--- src/rtl/vector_mem_wb_stage.sv ---
// Vector memory + writeback stage: 48-bit loads/stores as LANES serial byte transfers on a req/ack port.
// Optional VMEM_TIMEOUT_EN: aborts a transfer left unacknowledged for TIMEOUT cycles and sets memErr.
module vector_mem_wb_stage #(
  parameter int unsigned LANES   = 6,
  parameter int unsigned LANE_W  = 8,
  parameter int unsigned ADDR_W  = 16,
  parameter int unsigned TIMEOUT = 64
) (
  input  logic                      clk,
  input  logic                      rst,
  input  logic                      regWriteE,
  input  logic                      memToRegE,
  input  logic                      memWriteE,
  input  logic                      PCSrcE,
  input  logic [3:0]                WA3E,
  input  logic [LANES*LANE_W-1:0]   postAluResult,
  input  logic [LANES*LANE_W-1:0]   srcB,
  output logic [ADDR_W-1:0]         memAddr,
  output logic [LANE_W-1:0]         memWData,
  output logic                      memWe,
  output logic                      memReq,
  input  logic [LANE_W-1:0]         memRData,
  input  logic                      memAck,
  output logic                      stallM,
  output logic [LANES*LANE_W-1:0]   resultW,
  output logic [3:0]                WA3W,
  output logic                      regWriteW,
  output logic                      PCSrcW,
  output logic                      memErr
);

  localparam int unsigned VEC_W = LANES * LANE_W;
  localparam int unsigned CNT_W = $clog2(LANES);
  localparam logic [CNT_W-1:0] LAST_LANE = CNT_W'(LANES - 1);

  if (LANES < 2 || TIMEOUT < 1) begin : g_param_chk
    $error("vector_mem_wb_stage: LANES must be >= 2 and TIMEOUT >= 1");
  end

  typedef enum logic {IDLE, XFER} state_e;
  state_e state_q, state_d;

  logic                          regWriteM_q, memToRegM_q, memWriteM_q, PCSrcM_q;
  logic [3:0]                    WA3M_q;
  logic [VEC_W-1:0]              aluM_q;
  logic [LANES-1:0][LANE_W-1:0]  srcBM_q;

  logic [CNT_W-1:0]              cnt_q, cnt_d;
  logic [LANES-1:0][LANE_W-1:0]  ldBuf_q, ldVec;

  logic [VEC_W-1:0]              resultW_q;
  logic [3:0]                    WA3W_q;
  logic                          regWriteW_q, PCSrcW_q;

  logic lastAck, abort, doneM, accept, wValid;
  logic [VEC_W-1:0] wResult;

`ifdef VMEM_TIMEOUT_EN
  localparam int unsigned TO_W = $clog2(TIMEOUT + 1);
  logic [TO_W-1:0] toCnt_q, toCnt_d;
  logic            memErr_q, memErr_d;

  assign abort = (state_q == XFER) && !memAck && (toCnt_q == TO_W'(TIMEOUT - 1));

  always_comb begin
    toCnt_d  = '0;
    if (state_q == XFER && !memAck && !abort) toCnt_d = toCnt_q + 1'b1;
    memErr_d = memErr_q | abort;
  end

  always_ff @(posedge clk or posedge rst) begin
    if (rst) begin
      toCnt_q  <= '0;
      memErr_q <= 1'b0;
    end else begin
      toCnt_q  <= toCnt_d;
      memErr_q <= memErr_d;
    end
  end

  assign memErr = memErr_q;
`else
  assign abort  = 1'b0;
  assign memErr = 1'b0;
`endif

  // XFER is exactly "M holds a mem op", so the FSM follows M capture and back-to-back ops need no idle gap.
  assign lastAck = (state_q == XFER) && memAck && (cnt_q == LAST_LANE);
  assign doneM   = lastAck || abort;
  assign accept  = (state_q == IDLE) || doneM;
  assign wValid  = accept && !abort;

  always_ff @(posedge clk or posedge rst) begin
    if (rst) state_q <= IDLE;
    else     state_q <= state_d;
  end

  always_comb begin
    state_d = state_q;
    if (accept) state_d = (memWriteE || memToRegE) ? XFER : IDLE;
  end

  always_comb begin
    memReq   = 1'b0;
    memWe    = 1'b0;
    stallM   = 1'b0;
    memAddr  = aluM_q[ADDR_W-1:0] + ADDR_W'(cnt_q);
    memWData = srcBM_q[cnt_q];
    if (state_q == XFER) begin
      memReq = 1'b1;
      memWe  = memWriteM_q;
      stallM = !doneM;
    end
  end

  always_comb begin
    cnt_d = cnt_q;
    if (doneM)                           cnt_d = '0;
    else if (state_q == XFER && memAck)  cnt_d = cnt_q + 1'b1;
  end

  // The lane arriving this cycle is merged in so the final ack can write back without an extra cycle.
  always_comb begin
    ldVec        = ldBuf_q;
    ldVec[cnt_q] = memRData;
    wResult      = (memToRegM_q && !memWriteM_q) ? ldVec : aluM_q;
  end

  always_ff @(posedge clk or posedge rst) begin
    if (rst) begin
      regWriteM_q <= 1'b0;
      memToRegM_q <= 1'b0;
      memWriteM_q <= 1'b0;
      PCSrcM_q    <= 1'b0;
      WA3M_q      <= '0;
      aluM_q      <= '0;
      srcBM_q     <= '0;
      cnt_q       <= '0;
      ldBuf_q     <= '0;
      resultW_q   <= '0;
      WA3W_q      <= '0;
      regWriteW_q <= 1'b0;
      PCSrcW_q    <= 1'b0;
    end else begin
      cnt_q <= cnt_d;
      if (state_q == XFER && memAck) ldBuf_q <= ldVec;
      if (accept) begin
        regWriteM_q <= regWriteE;
        memToRegM_q <= memToRegE;
        memWriteM_q <= memWriteE;
        PCSrcM_q    <= PCSrcE;
        WA3M_q      <= WA3E;
        aluM_q      <= postAluResult;
        srcBM_q     <= srcB;
      end
      if (wValid) begin
        resultW_q   <= wResult;
        WA3W_q      <= WA3M_q;
        regWriteW_q <= regWriteM_q;
        PCSrcW_q    <= PCSrcM_q;
      end else begin
        regWriteW_q <= 1'b0;
        PCSrcW_q    <= 1'b0;
      end
    end
  end

  assign resultW   = resultW_q;
  assign WA3W      = WA3W_q;
  assign regWriteW = regWriteW_q;
  assign PCSrcW    = PCSrcW_q;

endmodule

--- config.mk ---
export PLATFORM = sky130hd
export DESIGN_NAME = vector_mem_wb_stage
export DESIGN_NICKNAME = d
export VERILOG_FILES = /design/src/rtl/vector_mem_wb_stage.sv
export SDC_FILE = /design/constraint.sdc
export NUM_CORES = 1
export LEC_CHECK = 0
export ABC_CLOCK_PERIOD_IN_PS = 9660
export CORE_MARGIN = 10
export CORE_UTILIZATION = 51
export DETAILED_ROUTE_END_ITERATION = 6
export PLACE_DENSITY = 0.8
export SYNTH_ARGS = -nofsm -noshare
export SYNTH_HDL_FRONTEND = slang
export SYNTH_SLANG_ARGS = --single-unit
--- constraint.sdc ---
create_clock -name clk -period 9.66 [get_ports clk]
set_input_delay 1.449 -clock clk [delete_from_list [all_inputs] [get_ports clk]]
set_output_delay 1.449 -clock clk [all_outputs]
set_load 0.01 [all_outputs]
Word level (Yosys, flattened, before mapping) --
Cells that the tools add are included.
Cells by class: bitwise operators 1, magnitude comparators 2, add/sub/neg operators 2, equality and inequality tests 1, reductions and logical operators 9, muxes and demuxes 14
Operators with widths (number):
- 48-bit bitwise mux | 1
- 48-bit 2-to-1 mux | 1
- 8-bit binary-select mux with 3-bit select | 1
- 8-bit demux with 3-bit select | 1
- 16-bit by 3-bit adder with 16-bit output | 1
- 8-bit 2-to-1 mux | 2
- 1-bit 2-to-1 mux | 6
- 3-bit 2-to-1 mux | 2
- 1-bit logical AND | 4
- 3-bit by 4-bit < comparator with 1-bit output, second input constant | 1
- 3-bit by 1-bit adder with 3-bit output, second input constant | 1
- 3-bit equality test, second input constant | 1
- 3-bit by 1-bit greater-or-equal comparator with 1-bit output, second input constant | 1
- 1-bit logical NOT | 2
- 1-bit logical OR | 2
- 2-bit nonzero test | 1
- 1-bit NOT | 1
Word-level totals: output and inout bits 82, word-level logic and storage cells 53, bits of input ports 115, bits in registers 210

Longest topological paths before layout --
depth after elaboration 6, mapped depth 10, gate-level depth less buffers 7

Least setup slack after synthesis --
No wires, ideal clock.
kind input -> output, from input port memAck, to output port stallM, arrival 2.163 ns, stages on the path 5, slack 6.048 ns, path through nand3_1 nand2_1 inv_2 clkbuf_1 buf_2
On the way: cells in the longest elaborated chain, start to end 4
RTL lines:
- start, declared | RTL line 23 | input logic memAck,
- 1-bit logical AND (2 in a row) | RTL line 88 | assign lastAck = (state_q == XFER) && memAck && (cnt_q == LAST_LANE);
- 1-bit logical NOT | RTL line 112 | stallM = !doneM;
- 1-bit 2-to-1 mux | RTL line 109 | if (state_q == XFER) begin
- end, declared | RTL line 24 | output logic stallM,
No other way between the ends.

Worst setup path after layout --
from register cnt_q[1], to output port stallM
On the way: cells in the longest elaborated chain, start to end 4
RTL lines:
- start, declared | RTL line 48 | logic [CNT_W-1:0] cnt_q, cnt_d;
- start signal, assigned | RTL line 145 | cnt_q <= cnt_d;
- 3-bit equality test | RTL line 88
- 1-bit logical AND | RTL line 88
- 1-bit logical NOT | RTL line 112
- 1-bit 2-to-1 mux | RTL line 109
No other way between the ends.

==> impl_metrics.env <==
export IMPL_ctsRootBufferMaster="clkbuf_16"
export IMPL_grt_usage=0.207
export IMPL_core_area_um2=18100
export IMPL_gr_total_overflow=0
export IMPL_clockPowerShare=0.209
export IMPL_wl_um=25700
export IMPL_whs_ns=0.459
export IMPL_netSwitchingPower_mw=1.40
export IMPL_max_freq_mhz=202
export IMPL_hold_buffers=0
export IMPL_nets=1262
export IMPL_clk_latency_ns=0.50
export IMPL_area_growth_pct=29.2
export IMPL_start_util=0.521
export IMPL_final_cells=1383
export IMPL_slew_violations=0
export IMPL_numCtsBuffers=22
export IMPL_ys_seq_elements=210
export IMPL_synth_area_per_cell_um2=9.65
export IMPL_min_from="aluM_q[29]"
export IMPL_synth_distinct_cells=40
export IMPL_post_drt_via_cell_ratio=5.50
export IMPL_post_cts_buffers=0
export IMPL_clock_sinks=210
export IMPL_layout_drive_gt1_share=0.0962
export IMPL_post_route_period_util=0.513
export IMPL_critPathLaunchType="flip-flop"
export IMPL_required_ns=8.21
export IMPL_final_setup_skew_ns=0.00950
export IMPL_fin_tns_setup_ns=0
export IMPL_pwr_share_comb=0.390
export IMPL_cp_max_fo=68
export IMPL_cp_arrival_ns=3.51
export IMPL_setup_ws_ns=4.71
export IMPL_grt_antenna_before_repair=1
export IMPL_synth_nets=1097
export IMPL_grt_pass1_vias=7776
export IMPL_port_buffers=195
export IMPL_gp_congestion=0.800
export IMPL_htree_levels=1
export IMPL_synth_fa_ha_area_frac=0.00877
export IMPL_post_cts_resized=0
export IMPL_clk_pin_slew_ns=0.06
export IMPL_muxShareOfSynthArea=0.0827
export IMPL_drc=0
export IMPL_yosysWarnings=0
export IMPL_detailed_place_hpwl_um=17300
export IMPL_worstSetupPathType="reg2out"
export IMPL_startpoint="cnt_q[1]"
export IMPL_crit_end="stallM"
export IMPL_total_power_mw=3.93
export IMPL_wl_per_cell_um=18.6
export IMPL_drt_initial_drc_count=563
export IMPL_yosys_top_cells_area="dfrtp_1, nand2_1, mux2_2, o21ai_0, a221oi_1"
export IMPL_tightest_slew_ns=1.12
export IMPL_r2r_start="cnt_q[1]"
export IMPL_yosysTopAreaCell="dfrtp_1"
export IMPL_rsz0062_at_grt="no"
export IMPL_swShare=0.357
export IMPL_grt_max_degree=122
export IMPL_dieArea_um2=24300
export IMPL_rows=49
export IMPL_drt_antenna_violating_nets=0
export IMPL_slowest_stage="dfrtp_1"
export IMPL_reg2reg_setup_slack_ns=6.05
export IMPL_die_w_um=156
export IMPL_maxSlewHeadroom=0.252
export IMPL_grt_pass1_wl_um=41500
export IMPL_hold_class="reg2reg"
export IMPL_p_leak_nw=5.55
export IMPL_vdd_ir_drop_max_mv=0.245
export IMPL_vias=7609
export IMPL_synth_top_area_share=0.558
export IMPL_finalHoldViolCount=0
export IMPL_cts_tree="built"
export IMPL_synthesis_area_um2=9410
export IMPL_fin_crit_ns=4.95
export IMPL_powerDensity_nw_per_um2=323
export IMPL_worstPathCellList="inv_1 -> ha_1 -> nand3_1 -> nand2_4 -> inv_4 -> clkdlybuf4s50_1"
export IMPL_synth_xor_xnor_area_share=0.0130
export IMPL_place_inst=1346
export IMPL_antennaDiodeCount=0
export IMPL_die_h_um=156
export IMPL_crit_path_end_kind="output port"
export IMPL_synth_top_family_by_area="simple AND/OR/NAND/NOR gates"
export IMPL_pwr_share_seq=0.401
export IMPL_setup_viol=0
export IMPL_max_cap_viol_count=0
export IMPL_crit_path_max_incr_delay_ns=0.96
export IMPL_syn_inst=976
export IMPL_synth_compound_area_frac=0.108
export IMPL_r2r_end="resultW[40]"
export IMPL_io_pins=197
export IMPL_synthSimpleGateAreaFrac=0.195
export IMPL_synth_seq_area_share=0.558
export IMPL_status="finished, final reports clean"
export IMPL_place_ws_ns=4.79
export IMPL_firstDrtPassIters=6
export IMPL_cts_path_max_buffers=3
export IMPL_r2r_worst_path_cells=8
export IMPL_p_int_mw=2.53
-- cells in the final DEF (no fill, tap or decap), types with 4 or more instances in the layout --
cell             Yosys  final
clkbuf_1            35      4
clkbuf_8             0      7
and2_1              12     12
mux2_2              49     49
o21ai_0             93     93
nor2_1               6      6
clkdlybuf4s50_1      0    195
buf_4                3      9
mux4_2               6      6
a21oi_1              5      5
o22ai_1              7      7
o21ai_1              7      7
mux2i_1              8      8
inv_1                9      8
clkbuf_16            0     23
ha_1                 5      5
xor2_1               7      7
nor2b_1             13     12
a221oi_1            49     49
dfrtp_1            210    210
nand2_1            385    384
xnor2_1              7      7
-- cell usage after synthesis --
| cell type | n |
|---|---|
| inv_2 | 1 |
| xnor2_1 | 7 |
| clkbuf_1 | 35 |
| or2_1 | 1 |
| nor2_4 | 1 |
| nor2_1 | 6 |
| o21ai_0 | 93 |
| nor3_1 | 3 |
| mux2i_1 | 8 |
| nand3_1 | 3 |
| conb_1 | 1 |
| buf_4 | 3 |
| nor2_2 | 3 |
| nand2_1 | 385 |
| mux4_2 | 6 |
| nor3_4 | 2 |
| mux2_1 | 1 |
| inv_1 | 9 |
| buf_1 | 5 |
| and4_1 | 2 |
| a221oi_1 | 49 |
| o22ai_1 | 7 |
| dfrtp_1 | 210 |
| and3_1 | 1 |
| buf_2 | 19 |
| ha_1 | 5 |
| or3_1 | 2 |
| mux2_2 | 49 |
| nand2b_1 | 3 |
| a21o_1 | 3 |
| a21oi_1 | 5 |
| xor2_1 | 7 |
| fa_1 | 1 |
| nor2b_1 | 13 |
| buf_6 | 1 |
| nor3b_4 | 1 |
| nand4_1 | 3 |
| nand2_2 | 3 |
| and2_1 | 12 |
| o21ai_1 | 7 |
-- cell type report --
class	count	area [µm²]
clock buffers	34	687
clock inverters	3	15.0
fillers	1411	5920
inverters	10	47.5
multi-input cells	693	3850
flip-flops and latches	210	5260
well taps	229	287
repair buffers	204	2020
-- sequential cells by signal, indices dropped and copies added, names as in the netlist --
signal / flops
PCSrcM_q: 1
PCSrcW: 1
WA3M_q: 4
WA3W: 4
aluM_q: 48
cnt_q: 3
ldBuf_q: 48
memToRegM_q: 1
memWriteM_q: 1
regWriteM_q: 1
regWriteW: 1
resultW: 48
srcBM_q: 48
state_q: 1
-- power by group through the flow --
stage                     clock (mW)  combinational (mW)  sequential (mW)
after floorplan                    0               0.884             1.54
after global placement             0                1.50             1.57
after detailed placement           0                1.54             1.59
after CTS                      0.830                1.55             1.57
after global routing           0.868                1.71             1.63
final                          0.820                1.53             1.57
-- routing by layer --
| metal | GRT usage | up-vias | wire, µm |
|---|---|---|---|
| met1 | 0.266 | 3697 | 10600 |
| met2 | 0.334 | 276 | 12200 |
| met5 | 0 | - | 8 |
| met4 | 0.0423 | 2 | 382 |
| li1 | - | 3598 | - |
| met3 | 0.0742 | 36 | 2510 |
-- how the worst min path moves through the flow --
stage / cells after the start / endpoint / slack, ns
final: 2 / aluM_q[29] / 0.46
after floorplan: 2 / PCSrcM_q / 0.43
after global routing: 2 / aluM_q[24] / 0.48
after CTS: 2 / aluM_q[21] / 0.46
after detailed placement: 2 / aluM_q[29] / 0.45
after global placement: 2 / srcBM_q[39] / 0.44
-- per-stage QoR --
step | area, µm² | util
after floorplan | 9410 | -
after global placement | 11500 | 0.634
after detailed placement | 11500 | 0.634
after CTS | 12200 | 0.673
after global routing | 12200 | 0.673
final | 12200 | 0.673
-- cell families (layout without fill, tap and decap cells) --
group | count (synthesis) | count (layout)
and+or+nand+nor | 444 | 444
DFF | 210 | 210
AOI/OAI and AO/OA | 164 | 164
buffers and inverters | 73 | 251
muxes | 64 | 64
xor gates and xnor gates | 14 | 14
adders and majority gates | 6 | 6
other | 1 | 1
-- critical path: cells and delay by family (launching register included) --
kind / cells / cell delay (ns)
buf+inv: 3 / 1.48
flops: 1 / 0.96
fa+ha+maj: 1 / 0.31
simple gates: 2 / 0.21
No activity file was read; power rests on OpenSTA's default activity.
==> RTL change, RTL diff (config.mk and constraints unchanged) <==
Build with the macro `VMEM_TIMEOUT_EN` defined.
--- a/src/rtl/vector_mem_wb_stage.sv
+++ b/src/rtl/vector_mem_wb_stage.sv
@@ -1,5 +1,7 @@
 // Vector memory + writeback stage: 48-bit loads/stores as LANES serial byte transfers on a req/ack port.
 // Optional VMEM_TIMEOUT_EN: aborts a transfer left unacknowledged for TIMEOUT cycles and sets memErr.
+`define VMEM_TIMEOUT_EN
+
 module vector_mem_wb_stage #(
   parameter int unsigned LANES   = 6,
   parameter int unsigned LANE_W  = 8,
Formal check against the unedited RTL: same outputs for any inputs over 4 cycles, from zero or initial values and one cycle with rst high; that may be too few to reach the edited logic, so the function may still have changed.
==> RTL change against the unedited design <==
Area after synthesis is 3.2% higher; final cell count is 9.5% lower; sequential cell count is 8 higher; cell area is 3.9% higher; critical path depth is 1 higher; via count is 5.8% lower; wire length is 0.40% lower; total power is 4.1% higher; setup slack worse by 920 ps; largest power group unchanged.
==> RTL change: results <==
worst_setup_path:
  critPathMaxFanout: 55
  cp.arrival_ps: 4430
  startpoint: "memAck"
  slowest_delay_ps: 880
  reg2reg_to: "WA3M_q[2]"
  r2r_slack_ps: 6810
cells_and_area:
  signal_buffers: 205
  n_antenna_cell: 0
  multi_input_cells: 531
  layout-drive-gt1-share_pct: 18.19
  clk_share_pct: 6.413
  nClkBuffers: 35
  nonClkBufAreaFrac_pct: 16.05
  nets: 1122
  seq_share_pct: 43.15
  nFillCells: 1408
  multi_input_area_um2: 3971
  n_all_inverters: 20
  multi_input_area_share_pct: 31.41
grt:
  grt_pass1_vias: 7664
  grt_pass1_wl_mm: 40.72
  grt_max_degree: 144
  antenna_found_initial: 0
sta:
  maxSlewHeadroom_pct: 26.43
  fin_skew_ps: 8.740
  fmax_ghz: 0.1702
  slew_violations: 0
min_path:
  min_from: "toCnt_q[0]"
  hold_class: "reg -> reg"
  whs_path_depth: 1
  min_to: "toCnt_q[0]"
place:
  dpl_cell_area_um2: 11830
  hpwl_mm: 17.52
  routabilityCongestion: 0.8325
  dp_slack_ps: 3765
  place.port_buffers: 196
synth:
  synth_nets: 938
  yosys_warnings: 0
  synth-compound-area-share_pct: 11.17
  synth-adder-area-share_pct: 0.9791
  netlist_top_cells_area: "dfrtp_1 56%, mux2_2 13%, o21ai_0 6.2%"
  synth_cell_type_count: 43
  synth-seq-cells: 218
  muxShareOfSynthArea_pct: 20.05
  synth_xor_area_share_pct: 1.623
  synthTopCellsByCount: "218 x dfrtp_1, 120 x o21ai_0, 114 x mux2_2"
detailed_routing:
  via_per_inst: 5.727
  wl_per_cell_um: 20.48
  drt-initial-drc-count: 428
  first_pass_iters: 5
power:
  clockPowerShare_pct: 22.6
  comb-power_uw: 1560
  peakVddDrop_uv: 197.2
  pg_clk_uw: 924
  total_leakage_power_uw: 0.005294
  p_switching_uw: 1353
clock_network:
  cts_buffers: 24
  htree_levels: 1
outcome:
  status: "finished, final reports clean"
-- RTL change: changes by cell type in the layout (fill, tap and decap cells not counted), sizes merged, moves of 14 or more --
cell	delta
nor2	+14
o21ai	+21
nand2	-305
mux2	+102
a221oi	-33
a21oi	+21
-- RTL change: layer usage --
metal	track usage, %	part of all wire [%]	wire, um
met5	0	0	0
met4	7.058	2.9	743
met3	4.695	7.2	1839
met2	34.88	49	12570
met1	25.17	41	10460
-- RTL change: metrics by stage --
stage                     hold WS (ps)  std cells
after floorplan                  431.4        816
after global placement           449.1       1208
after detailed placement         461.4       1208
after CTS                        469.2       1251
after global routing             487.5       1251
final                            465.8       1251
-- RTL change: worst max-delay path, delay by kind of cell --
family	cells	cell delay, ps
buffers and inverters	4	1760
AND/OR/NAND/NOR	2	1060
AO/OA/AOI/OAI	1	120
-- RTL change: cell families after synthesis --
kind of cell | count (synthesis)
xor+xnor | 18
compound gates | 190
buf+inv | 67
fa+ha+maj | 7
mux | 168
flops | 218
simple gates | 148
